==> config.mk <==
export PLATFORM = sky130hd
export DESIGN_NAME = miriscv_lsu
export DESIGN_NICKNAME = d
export VERILOG_FILES = /design/src/rtl/miriscv_lsu.sv
export SDC_FILE = /design/constraint.sdc
export NUM_CORES = 1
export LEC_CHECK = 0
export BUFFER_PORTS_ARGS = -buffer_cell sky130_fd_sc_hd__buf_2
export CAP_MARGIN = 25
export CORE_MARGIN = 3
export CORE_UTILIZATION = 30
export DETAILED_ROUTE_END_ITERATION = 8
export PLACE_DENSITY = 0.59
export SETUP_SLACK_MARGIN = 0.05
export SLEW_MARGIN = 15
export SYNTH_ARGS = -nofsm -noshare
export SYNTH_HDL_FRONTEND = slang
export SYNTH_SLANG_ARGS = --single-unit
==> constraint.sdc <==
create_clock -name clk_i -period 5.1 [get_ports clk_i]
set_input_delay 1.02 -clock clk_i [delete_from_list [all_inputs] [get_ports clk_i]]
set_output_delay 1.02 -clock clk_i [all_outputs]
set_load 0.02 [all_outputs]
==> src/rtl/miriscv_lsu.sv <==
// miriscv_lsu: single-transaction load-store unit.
// Drives a req/gnt/rvalid data port; extends load data.
module miriscv_lsu #(
  parameter int XLEN = 32
) (
  input  logic              clk_i,
  input  logic              arstn_i,
  input  logic              lsu_req_i,
  input  logic              lsu_we_i,
  input  logic [2:0]        lsu_size_i,
  input  logic [XLEN-1:0]   lsu_addr_i,
  input  logic [XLEN-1:0]   lsu_wdata_i,
  output logic [XLEN-1:0]   lsu_rdata_o,
  output logic              lsu_done_o,
  output logic              lsu_stall_o,
  output logic              lsu_misalign_o,
  output logic              data_req_o,
  output logic              data_we_o,
  output logic [XLEN/8-1:0] data_be_o,
  output logic [XLEN-1:0]   data_addr_o,
  output logic [XLEN-1:0]   data_wdata_o,
  input  logic              data_gnt_i,
  input  logic              data_rvalid_i,
  input  logic [XLEN-1:0]   data_rdata_i
);

  localparam int NB = XLEN / 8;

  typedef enum logic [1:0] {
    IDLE,
    REQ,
    RESP,
    DONE
  } state_e;

  state_e          state_q;
  logic [XLEN-1:0] addr_q;
  logic [XLEN-1:0] wdata_q;
  logic [XLEN-1:0] rdata_q;
  logic [2:0]      size_q;
  logic            we_q;

  logic            mis;
  logic            idle;
  logic            go;
  logic            in_req;
  logic [1:0]      off;
  logic [NB-1:0]   be;
  logic [XLEN-1:0] wd;
  logic [XLEN-1:0] sh;
  logic [XLEN-1:0] ld;

  always_comb begin
    unique case (1'b1)
      lsu_size_i[1:0] == 2'b00: mis = 1'b0;
      lsu_size_i[1:0] == 2'b01: mis = lsu_addr_i[0];
      default:                  mis = |lsu_addr_i[1:0];
    endcase
  end

  // outputs are forced low while reset is held
  assign idle   = arstn_i & (state_q == IDLE);
  assign go     = idle & lsu_req_i & ~mis;
  assign in_req = (state_q == REQ);
  assign off    = addr_q[1:0];
  assign sh     = data_rdata_i >> {off, 3'b000};

  always_comb begin
    unique case (1'b1)
      size_q[1:0] == 2'b00: begin
        be = NB'(1) << off;
        wd = {NB{wdata_q[7:0]}};
        ld = size_q[2] ? {{(XLEN-8){1'b0}}, sh[7:0]}
                       : {{(XLEN-8){sh[7]}}, sh[7:0]};
      end
      size_q[1:0] == 2'b01: begin
        be = NB'(3) << off;
        wd = {(NB/2){wdata_q[15:0]}};
        ld = size_q[2] ? {{(XLEN-16){1'b0}}, sh[15:0]}
                       : {{(XLEN-16){sh[15]}}, sh[15:0]};
      end
      default: begin
        be = '1;
        wd = wdata_q;
        ld = sh;
      end
    endcase
  end

  always_ff @(posedge clk_i or negedge arstn_i) begin
    if (!arstn_i) begin
      state_q <= IDLE;
      addr_q  <= '0;
      wdata_q <= '0;
      rdata_q <= '0;
      size_q  <= '0;
      we_q    <= 1'b0;
    end else begin
      unique case (state_q)
        IDLE: begin
          if (go) begin
            addr_q  <= lsu_addr_i;
            wdata_q <= lsu_wdata_i;
            size_q  <= lsu_size_i;
            we_q    <= lsu_we_i;
            state_q <= REQ;
          end
        end
        REQ: begin
          if (data_gnt_i) state_q <= RESP;
        end
        RESP: begin
          if (data_rvalid_i) begin
            rdata_q <= we_q ? '0 : ld;
            state_q <= DONE;
          end
        end
        default: begin
          rdata_q <= '0;
          state_q <= IDLE;
        end
      endcase
    end
  end

  assign lsu_rdata_o    = rdata_q;
  assign lsu_done_o     = (state_q == DONE);
  assign lsu_stall_o    = go | in_req | (state_q == RESP);
  assign lsu_misalign_o = idle & lsu_req_i & mis;
  assign data_req_o     = in_req;
  assign data_we_o      = in_req & we_q;
  assign data_be_o      = in_req ? be : '0;
  assign data_addr_o    = in_req ? {addr_q[XLEN-1:2], 2'b00} : '0;
  assign data_wdata_o   = in_req ? wd : '0;

endmodule

==> run summary, run 1 <==
Status = completed
First-pass GRT wire length = 25800 microns
Dpl cells = 878
Final Worst Setup Slack = 1.72 ns
Worst r2r src = state_q[1]$_DFFE_PN0P_
Root buffer cell = clkbuf_16
Max Cap Viol = 0
Cell area after synthesis = 5270 sq um
Slowest-stage cell, CP = dfrtp_1
Clock Path Buffers = 2
Worst-path maximum fanout = 19
R2R depth = 8
Hold Path End = lsu_rdata_o[7]$_DFFE_PN0P_
Delay-heaviest family, CP = flip-flops
Sequential fraction of the synthesis area = 0.484
Lkg Pwr = 3.47 nW
Flops & latches, synth = 102
Slew Viols, Final = 0
Buffers and inverters on the worst path = 2
Gpl congestion = 0.877
Filler Cells Inserted = 1661
Clock Latency Late Sink = 0.36 ns
Die Span X = 139 microns
Reg-to-reg endpoint = lsu_rdata_o[26]$_DFFE_PN0P_
Row count = 47
CTS tree = built
Detailed-route wire length per cell = 17.8 microns
Clock Skew = 0.00946 ns
Final period utilization = 0.662
Critical Path, Cell by Cell = buf_4 > or2_2 > nand2_1 > a21oi_1 > buf_2
Required time of the critical path = 4.08 ns
N_diodes = 0
Mapped Cells = 479
Synth Flop Type = dfrtp_1
Via/cell ratio = 4.85
Buffers on Ports = 207
CP Launch Type = flop
Avg Inst Size Synth = 11.0 sq um
Fin crit period = 3.38 ns
Critical path capture point type = output port
Worst-margin pin slew = 0.910 ns
Pre-Repair DR Iteration Count = 4
Finished Layout Cells = 895
Slew Limit Headroom = 0.392
Post-CTS Setup Bufs = 0
Remaining antenna violation count after routing = 0
Hold_sp = lsu_rdata_o[7]$_DFFE_PN0P_
Final WL = 15900 microns
Post-synth EDFFs = 0
Final Setup Violations = 0
Overall Global Routing Usage = 0.167
Ys Warns = 0
Die footprint = 19200 sq um
Hold Path Cell Cnt = 2
Vias in the first global route = 4589
Area Overhead vs Synth = 29.1%
CP arrival = 2.36 ns
Clk pin slew, worst setup/hold paths = 0.07 ns
Hold Buf Count CTS = 0
Largest net degree at the start of global routing = 71
RSZ-0062 raised after global routing = no
CTS Sinks = 102
HP Class = flop to flop
I/O pins = 210
Pwr/cell area = 597 nW/um^2
Total gr overflow = 0
Number of gates resized after cts = 0
Final Net Count = 779
1st-iter DRT viols = 178
CP max stage delay = 0.79 ns
Starting Density = 0.312
Antenna violations before repair = 0
R2R Setup Slk = 2.57 ns
Share of cells above drive strength 1 = 0.487
Core Footprint = 16900 sq um
TNS Setup = 0 ns
Worst Path Class, Setup = flop to output port
Peak supply drop = 0.246 mV
Post-DP HPWL = 11800 microns
Max Clk Rate = 296 MHz
Cts bufs inserted = 9
Hold Fails Final Rpt = 0
Total number of vias = 4345
H-tree Lvls = 3
Ys async rst share = 1.00
Die extent in y = 139 microns
Pre-CTS setup slack = 2.12 ns
DRC violations left = 0
Cell variety after synth = 36
## worst max-delay path by stage
stage,startpoint,to,depth (start not counted)
global route,size_q[1]$_DFFE_PN0P_,data_wdata_o[9],5
floorplan,lsu_req_i,lsu_stall_o,5
detailed placement,size_q[1]$_DFFE_PN0P_,data_wdata_o[9],5
finish,size_q[1]$_DFFE_PN0P_,data_wdata_o[15],5
global placement,size_q[1]$_DFFE_PN0P_,data_wdata_o[10],5
CTS,size_q[1]$_DFFE_PN0P_,data_wdata_o[9],5
## flip-flops by register name (all words and copies together) (netlist names)
signal and flops:
size_q 3, wdata_q 32, state_q 2, lsu_rdata_o 32, we_q 1, addr_q 32
## report_power, final
group	internal [mW]	leakage, nW	switching (mW)
registers	1.16	1.29	0.290
logic	0.804	2.04	1.09
clock network	0.397	0.141	0.322
total	2.36	3.47	1.70
## layer usage
layer / global-route usage / wire length (microns) / part of all wire
met1: 0.218 / 6920 / 0.43
met2: 0.268 / 7370 / 0.46
met3: 0.0555 / 1440 / 0.090
met4: 0.0458 / 188 / 0.012
met5: 0 / 0 / 0
## per-stage QoR
| stage | hold WS [ns] | instance area (sq um) | power, mW | utilization |
|---|---|---|---|---|
| 6_report | 0.484 | 6800 | 4.06 | 0.403 |
| 5_1_grt | 0.517 | 6800 | 4.36 | 0.403 |
| 4_1_cts | 0.490 | 6800 | 4.11 | 0.403 |
| 3_5_place_dp | 0.472 | 6490 | 3.37 | 0.384 |
| 3_3_place_gp | 0.470 | 6470 | 3.31 | 0.383 |
| 2_1_floorplan | 0.471 | 5280 | 2.76 | - |
## cell usage in the layout, fill, tap and decap left out, drive strengths merged
master,synthesis,layout
bufinv,0,1
nor3,2,2
clkinvlp,0,3
o22ai,1,1
mux2,78,78
dfrtp,102,102
conb,1,2
mux4,1,1
nand2b,5,5
nor3b,1,1
and2,39,39
nand3,1,1
mux2i,31,31
buf,20,216
o21bai,1,1
ha,4,4
xor2,1,1
a21oi,35,35
clkbuf,17,10
clkinv,0,1
nor2,43,43
nand3b,7,7
nand4b,1,1
a21o,1,1
nand2,36,36
or2,1,1
a221o,16,16
o21ai,27,27
a2bb2oi,1,1
a2111oi,1,1
a211o,1,1
inv,4,5
## cells in the mapped netlist (2+ instances only)
| cell type | number | area share |
|---|---|---|
| nand2b_1 | 5 | 0.0059 |
| o21ai_0 | 27 | 0.026 |
| buf_2 | 13 | 0.012 |
| ha_1 | 4 | 0.0095 |
| nor2_1 | 42 | 0.030 |
| and2_1 | 39 | 0.046 |
| inv_1 | 4 | 0.0028 |
| a221o_2 | 10 | 0.021 |
| mux2i_1 | 31 | 0.059 |
| nand3b_1 | 7 | 0.010 |
| buf_4 | 3 | 0.0043 |
| a21oi_1 | 35 | 0.033 |
| nand2_1 | 36 | 0.026 |
| a221o_1 | 6 | 0.011 |
| mux2_2 | 77 | 0.16 |
| buf_6 | 2 | 0.0043 |
| dfrtp_1 | 102 | 0.48 |
| clkbuf_1 | 17 | 0.012 |
| buf_1 | 2 | 0.0014 |
## cell type report
cell class                 instances  area, sq um  share of cell area
tap                              220          275              0.0405
timing repair buffer             216         1110               0.164
sequential                       102         2550               0.375
clock buffer                      10          239              0.0351
clock inverter                     6         70.1              0.0103
multi-input combinational        337         2540               0.373
inverter                           4         15.0             0.00221
## tightest hold or removal path, cell delays in order, from the launching register on
cell and delay, ns:
dfrtp_1 0.34, nand2_1 0.05, o21ai_0 0.06
## logic make-up (layout without fill, tap and decap cells)
logic type | after synthesis | after routing | share of synthesized area
muxes | 110 | 110 | 0.230
buffers and inverters | 41 | 236 | 0.0373
DFF | 102 | 102 | 0.484
other | 1 | 2 | 0.000711
AOI/OAI and AO/OA | 84 | 84 | 0.105
adders and majority gates | 4 | 4 | 0.00949
and+or+nand+nor | 136 | 136 | 0.131
xor gates and xnor gates | 1 | 1 | 0.00166
Note: power is estimated with default switching activity, not from simulation.
==> inputs of run 2 (changes only) <==
--- a/config.mk
+++ b/config.mk
@@ -10,7 +10,7 @@
 export CORE_MARGIN = 3
 export CORE_UTILIZATION = 30
 export DETAILED_ROUTE_END_ITERATION = 8
-export PLACE_DENSITY = 0.59
+export PLACE_DENSITY = 0.61
 export SETUP_SLACK_MARGIN = 0.05
 export SLEW_MARGIN = 15
 export SYNTH_ARGS = -nofsm -noshare
==> constraint.sdc (replaced) <==
create_clock -name clk_i -period 2.8 [get_ports clk_i]
set_input_delay 0.56 -clock clk_i [delete_from_list [all_inputs] [get_ports clk_i]]
set_output_delay 0.56 -clock clk_i [all_outputs]
set_load 0.02 [all_outputs]
==> run 2 against run 1 <==
Effect of this change: final area rose by 0.79%; final cell count rose by 0.56%; first-iteration DRC count rose by 19%; largest cell class unchanged; highest routed layer unchanged; critical path type unchanged.
==> run summary, run 2 (same netlist as run 1, synthesis figures left out) <==
Clk pin slew, worst setup/hold paths = 0.07 ns (about the same)
Die footprint = 19200 sq um (unchanged)
Root buffer cell = clkbuf_16 (unchanged)
Pre-Repair DR Iteration Count = 6 (was 4)
Fin crit period = 2.53 ns
Worst-margin pin slew = 0.832 ns (was 0.910 ns)
DRC violations left = 0 (unchanged)
Slew Limit Headroom = 0.444 (was 0.392)
Share of cells above drive strength 1 = 0.490 (was 0.487)
Gpl congestion = 0.756 (was 0.877)
Met1 Use GR = 0.210 (was 0.218)
HP Class = primary input to async pin (was flop to flop)
Buffers and inverters on the worst path = 5 (was 2)
Hold Fails Final Rpt = 0 (unchanged)
M2 GR Usage = 0.250 (was 0.268)
Finished Layout Cells = 900 (was 895)
Final Net Count = 784 (was 779)
Commonest non-fill, non-tap cells in the layout = buf_2 (206), dfrtp_1 (101), mux2_2 (77), nor2_1 (42), and2_1 (39) (was buf_2 (206), dfrtp_1 (102), mux2_2 (77), nor2_1 (42), and2_1 (39))
Worst path most repeated cell = inv_1
Vias in the first global route = 4507 (was 4589)
Clock Path Buffers = 2 (unchanged)
Reg-to-reg endpoint = lsu_rdata_o[22]$_DFFE_PN0P_ (was lsu_rdata_o[26]$_DFFE_PN0P_)
TNS Setup = 0 ns (unchanged)
Via/cell ratio = 4.82 (was 4.85)
Delay-heaviest family, CP = buffers and inverters (was flip-flops)
Max Cap Viol = 0 (unchanged)
Cts bufs inserted = 9 (unchanged)
Final Setup Violations = 0 (unchanged)
Area Overhead vs Synth = 30.1% (was 29.1%)
Worst Path Class, Setup = flop to output port (unchanged)
Peak supply drop = 0.433 mV (was 0.246 mV)
Clock Latency Late Sink = 0.35 ns (was 0.36 ns)
R2R depth = 7 (was 8)
H-tree Lvls = 3 (unchanged)
Final period utilization = 0.904
Post-CTS Setup Bufs = 0 (unchanged)
CP arrival = 1.97 ns (was 2.36 ns)
Total gr overflow = 0 (unchanged)
Area of the multi-input gates = 2540 sq um (unchanged)
GRT busiest layer = met2 (unchanged)
Filler Cells Inserted = 1658 (was 1661)
Slew Viols, Final = 0 (unchanged)
First-pass GRT wire length = 24700 microns (was 25800 microns)
CTS Sinks = 102 (unchanged)
Status = completed (unchanged)
Antenna violations before repair = 0 (unchanged)
Required time of the critical path = 2.24 ns (was 4.08 ns)
Worst-path maximum fanout = 28 (was 19)
Sequential cell area = 2550 sq um (about the same)
Dpl cells = 884 (was 878)
CP max stage delay = 0.41 ns (was 0.79 ns)
CTS tree = built (unchanged)
Critical path capture point type = output port (unchanged)
Worst r2r src = state_q[1]$_DFFE_PN0P_ (unchanged)
Detailed-route wire length per cell = 17.0 microns (was 17.8 microns)
Met3 usage = 0.0517 (was 0.0555)
Core Footprint = 16900 sq um (unchanged)
Pwr/cell area = 1080 nW/um^2 (was 597 nW/um^2)
RSZ-0062 raised after global routing = no (unchanged)
Starting Density = 0.312 (unchanged)
Buffers on Ports = 207 (unchanged)
1st-iter DRT viols = 211 (was 178)
Overall Global Routing Usage = 0.159 (was 0.167)
Post-DP HPWL = 11100 microns (was 11800 microns)
R2R Setup Slk = 0.67 ns (was 2.57 ns)
CP Launch Type = flop (unchanged)
Remaining antenna violation count after routing = 0 (unchanged)
N_diodes = 0 (unchanged)
Largest net degree at the start of global routing = 61 (was 71)
Commonest non-fill, non-tap cell in the layout = buf_2 (unchanged)
I/O pins = 210 (unchanged)
Lkg Pwr = 3.51 nW (was 3.47 nW)
Clock Skew = 0.00903 ns (was 0.00946 ns)
Critical Path, Cell by Cell = inv_1 > ha_1 > buf_6 > inv_1 > buf_4 > a21oi_1 > buf_2 (was buf_4 > or2_2 > nand2_1 > a21oi_1 > buf_2)
Slowest-stage cell, CP = dfrtp_1 (unchanged)
Max Clk Rate = 395 MHz
Row count = 47 (unchanged)
Die Span X = 139 microns (unchanged)
Final WL = 15300 microns (was 15900 microns)
Total number of vias = 4341 (was 4345)
Die extent in y = 139 microns (unchanged)
==> run 2: worst register-to-register path: cells and delay by family (launching register included) <==
family	cells	cell delay, ns
simple gates	2	0.51
fa+ha+maj	1	0.22
compound gates	2	0.59
buf+inv	2	0.35
flops	1	0.39
==> run 2: report_power, final <==
group / switching [mW] / internal, mW / leakage, nW / total [mW]
clock network: 0.570 / 0.789 / 0.154 / 1.36
registers: 0.461 / 2.12 / 1.29 / 2.58
logic: 1.99 / 1.48 / 2.07 / 3.47
==> run 2: worst max path at each step <==
stage,cells past startpoint,slack (ns),start,end
after floorplan,6,0.57,state_q[1]$_DFFE_PN0P_,data_wdata_o[14]
final,7,0.27,state_q[1]$_DFFE_PN0P_,data_wdata_o[10]
after global placement,5,0.42,lsu_addr_i[1],lsu_stall_o
after global routing,6,0.06,state_q[0]$_DFFE_PN0P_,lsu_stall_o
after CTS,4,0.07,size_q[0]$_DFFE_PN0P_,data_wdata_o[10]
after detailed placement,5,0.40,lsu_size_i[1],lsu_stall_o
==> run 2: cell type report <==
class | instances | area share
Sequential cell | 102 | 0.372
Tap cell | 220 | 0.0401
Inverter | 4 | 0.00219
Clock buffer | 11 | 0.0339
Multi-Input combinational cell | 337 | 0.370
Clock inverter | 5 | 0.0120
Timing Repair Buffer | 221 | 0.169
==> run 2: routing by layer <==
metal | routed length (microns) | part of all wire | vias up
li1 | - | - | 2050
met1 | 6880 | 0.45 | 2082
met2 | 6940 | 0.45 | 184
met3 | 1140 | 0.074 | 25
met4 | 329 | 0.022 | 0
met5 | 0 | 0 | -
==> run 2: repair_timing <==
item	CTS	global route
resized for setup	0	2
hold buffers	0	0
setup endpoints to repair	0	8
==> run 2: stage by stage <==
stage | total power [mW] | util | hold WS [ns] | instance area, sq um | setup slack (ns)
3_3_place_gp | 6.07 | 0.387 | 0.456 | 6540 | 0.419
6_report | 7.41 | 0.406 | 0.330 | 6860 | 0.268
5_1_grt | 7.99 | 0.406 | 0.362 | 6860 | 0.0580
4_1_cts | 7.52 | 0.406 | 0.347 | 6850 | 0.0717
3_5_place_dp | 6.12 | 0.387 | 0.464 | 6540 | 0.404
2_1_floorplan | 5.02 | - | 0.264 | 5280 | 0.566
==> inputs of run 3 (changes only) <==
--- a/config.mk
+++ b/config.mk
@@ -10,7 +10,7 @@
 export CORE_MARGIN = 3
 export CORE_UTILIZATION = 30
 export DETAILED_ROUTE_END_ITERATION = 8
-export PLACE_DENSITY = 0.61
+export PLACE_DENSITY = 0.59
 export SETUP_SLACK_MARGIN = 0.05
 export SLEW_MARGIN = 15
 export SYNTH_ARGS = -nofsm -noshare
==> constraint.sdc (replaced) <==
create_clock -name clk_i -period 2.76 [get_ports clk_i]
set_input_delay 0.552 -clock clk_i [delete_from_list [all_inputs] [get_ports clk_i]]
set_output_delay 0.552 -clock clk_i [all_outputs]
set_load 0.02 [all_outputs]
==> run 3 against run 2 <==
Effect of this change: worst hold slack better by 0.030 ns; power up 2.8%; routed wire length is 0.54% higher; global-route usage is essentially flat; final cell count increased by 0.22%; die area did not move; via count grew 0.69%; critical path depth unchanged; flip-flop and latch count did not move; non-clock buffer count grew 2; setup slack lost 0.076 ns; critical endpoint is now data_wdata_o[15]; highest routed layer is now met5.
==> run summary, run 3 (same netlist as run 1, synthesis figures left out) <==
Required time of the critical path = 2.21 ns (was 2.24 ns)
Worst-path maximum fanout = 21 (was 28)
Final Worst Setup Slack = 0.193 ns (was 0.268 ns)
Hold Buf Count CTS = 0 (unchanged)
HP Class = primary input to async pin (unchanged)
Worst path most repeated cell = buf_4 (was inv_1)
M2 GR Usage = 0.260 (was 0.250)
Root buffer cell = clkbuf_16 (unchanged)
N_diodes = 0 (unchanged)
Starting Density = 0.312 (unchanged)
Area after DPL = 6530 sq um (was 6540 sq um)
Buffers and inverters on the worst path = 5 (unchanged)
Pre-CTS setup slack = 0.458 ns (was 0.404 ns)
CP max stage delay = 0.41 ns (about the same)
Row count = 47 (unchanged)
Clk pin slew, worst setup/hold paths = 0.07 ns (about the same)
DRC violations left = 0 (unchanged)
Final WL = 15400 microns (was 15300 microns)
Remaining antenna violation count after routing = 0 (unchanged)
TNS Setup = 0 ns (unchanged)
Status = completed (unchanged)
Overall Global Routing Usage = 0.159 (about the same)
Commonest non-fill, non-tap cell in the layout = buf_2 (unchanged)
1st-iter DRT viols = 147 (was 211)
CP Launch Type = flop (unchanged)
CP arrival = 2.02 ns (was 1.97 ns)
Hold Fails Final Rpt = 0 (unchanged)
Final Net Count = 786 (was 784)
CTS Sinks = 102 (unchanged)
Area Overhead vs Synth = 30.7% (was 30.1%)
Worst Path Class, Setup = flop to output port (unchanged)
Max Clk Rate = 390 MHz
Largest net degree at the start of global routing = 61 (unchanged)
Buffers on Ports = 207 (unchanged)
Clock Path Buffers = 2 (unchanged)
H-tree Lvls = 3 (unchanged)
I/O pins = 210 (unchanged)
Dpl cells = 883 (was 884)
Final Setup Violations = 0 (unchanged)
Clock Latency Late Sink = 0.34 ns (was 0.35 ns)
Die Span X = 139 microns (unchanged)
Pre-Repair DR Iteration Count = 4 (was 6)
Cts bufs inserted = 9 (unchanged)
Slew Viols, Final = 0 (unchanged)
Share of cells above drive strength 1 = 0.496 (was 0.490)
First-pass GRT wire length = 24700 microns (about the same)
Commonest non-fill, non-tap cells in the layout = buf_2 (206), dfrtp_1 (101), mux2_2 (77), nor2_1 (42), and2_1 (39) (unchanged)
Worst-margin pin slew = 0.837 ns (was 0.832 ns)
Post-DP HPWL = 11800 microns (was 11100 microns)
Antenna violations before repair = 3 (was 0)
CTS tree = built (unchanged)
Total number of vias = 4371 (was 4341)
RSZ-0062 raised after global routing = no (unchanged)
Clock Skew = 0.00698 ns (was 0.00903 ns)
Delay-heaviest family, CP = buffers and inverters (unchanged)
Finished Layout Cells = 902 (was 900)
Filler Cells Inserted = 1657 (was 1658)
Total gr overflow = 0 (unchanged)
Final period utilization = 0.930
Die extent in y = 139 microns (unchanged)
Post-route cell area = 6890 sq um (was 6860 sq um)
Die footprint = 19200 sq um (unchanged)
Total power = 7.62 mW (was 7.41 mW)
Vias in the first global route = 4599 (was 4507)
Slowest-stage cell, CP = dfrtp_1 (unchanged)
Layout Utilization = 0.408 (was 0.406)
Met1 Use GR = 0.199 (was 0.210)
Peak supply drop = 0.455 mV (was 0.433 mV)
Core Footprint = 16900 sq um (unchanged)
Fin crit period = 2.57 ns
Met3 usage = 0.0510 (was 0.0517)
Critical Path, Cell by Cell = inv_1 > ha_1 > buf_4 > clkinvlp_4 > buf_4 > a21oi_1 > buf_2 (was inv_1 > ha_1 > buf_6 > inv_1 > buf_4 > a21oi_1 > buf_2)
Pwr/cell area = 1110 nW/um^2 (was 1080 nW/um^2)
Max Cap Viol = 0 (unchanged)
Hold slack = 0.360 ns (was 0.330 ns)
Slew Limit Headroom = 0.441 (was 0.444)
GRT busiest layer = met2 (unchanged)
Via/cell ratio = 4.85 (was 4.82)
Detailed-route wire length per cell = 17.0 microns (about the same)
Critical path capture point type = output port (unchanged)
Lkg Pwr = 3.52 nW (was 3.51 nW)
Gpl congestion = 0.809 (was 0.756)
-- run 3: cell count changes in the layout (fill, tap and decap cells not counted) --
cell and delta:
buf_4 +3, buf_6 -1, clkbuf_1 -2, clkbuf_8 +1, clkinv_2 -1, clkinv_4 +1
clkinvlp_4 +2, inv_1 -1
-- run 3: timing repair --
action / 4_1_cts / 5_1_grt
setup buffers: 0 / 3
endpoints found under the setup margin: 0 / 21
gates resized for setup: 0 / 2
-- run 3: path summary, 6_finish.rpt --
path / to / from / cells past startpoint / slack (ns)
hold / removal: we_q$_DFFE_PN0P_ / arstn_i / 2 / 0.36
setup / recovery: data_wdata_o[15] / state_q[1]$_DFFE_PN0P_ / 7 / 0.19
hold reg to reg: lsu_rdata_o[9]$_DFFE_PN0P_ / lsu_rdata_o[9]$_DFFE_PN0P_ / 2 / 0.49
setup reg to reg: lsu_rdata_o[24]$_DFFE_PN0P_ / state_q[1]$_DFFE_PN0P_ / 6 / 0.54
max in group asynchronous: size_q[0]$_DFFE_PN0P_ / arstn_i / 3 / 1.19
min in group clk_i: wdata_q[7]$_DFFE_PN0P_ / lsu_wdata_i[7] / 2 / 0.43
-- run 3: worst reg2reg max path, stage by stage, from the launching register on --
cell and delay (ns):
dfrtp_1 0.39, inv_1 0.08, ha_1 0.23, nor2_2 0.22, nand4b_4 0.32, nor3_2 0.65
a221o_2 0.28
-- run 3: layer usage --
metal | routed length [microns] | part of all wire
met5 | 21 | 0.0014
met4 | 268 | 0.017
met3 | 1330 | 0.086
met2 | 7180 | 0.47
met1 | 6570 | 0.43
-- run 3: cell type report --
type	count	area [sq um]	share of cell area
Sequential cell	102	2550	0.371
Multi-Input combinational cell	337	2540	0.368
Timing Repair Buffer	223	1170	0.170
Tap cell	220	275	0.0400
Clock buffer	10	239	0.0347
Clock inverter	6	93.8	0.0136
Inverter	4	18.8	0.00272
-- run 3: power by group --
group | internal [mW] | switching, mW
clock | 0.826 | 0.577
sequential | 2.15 | 0.521
combinational | 1.53 | 2.01
total | 4.50 | 3.11
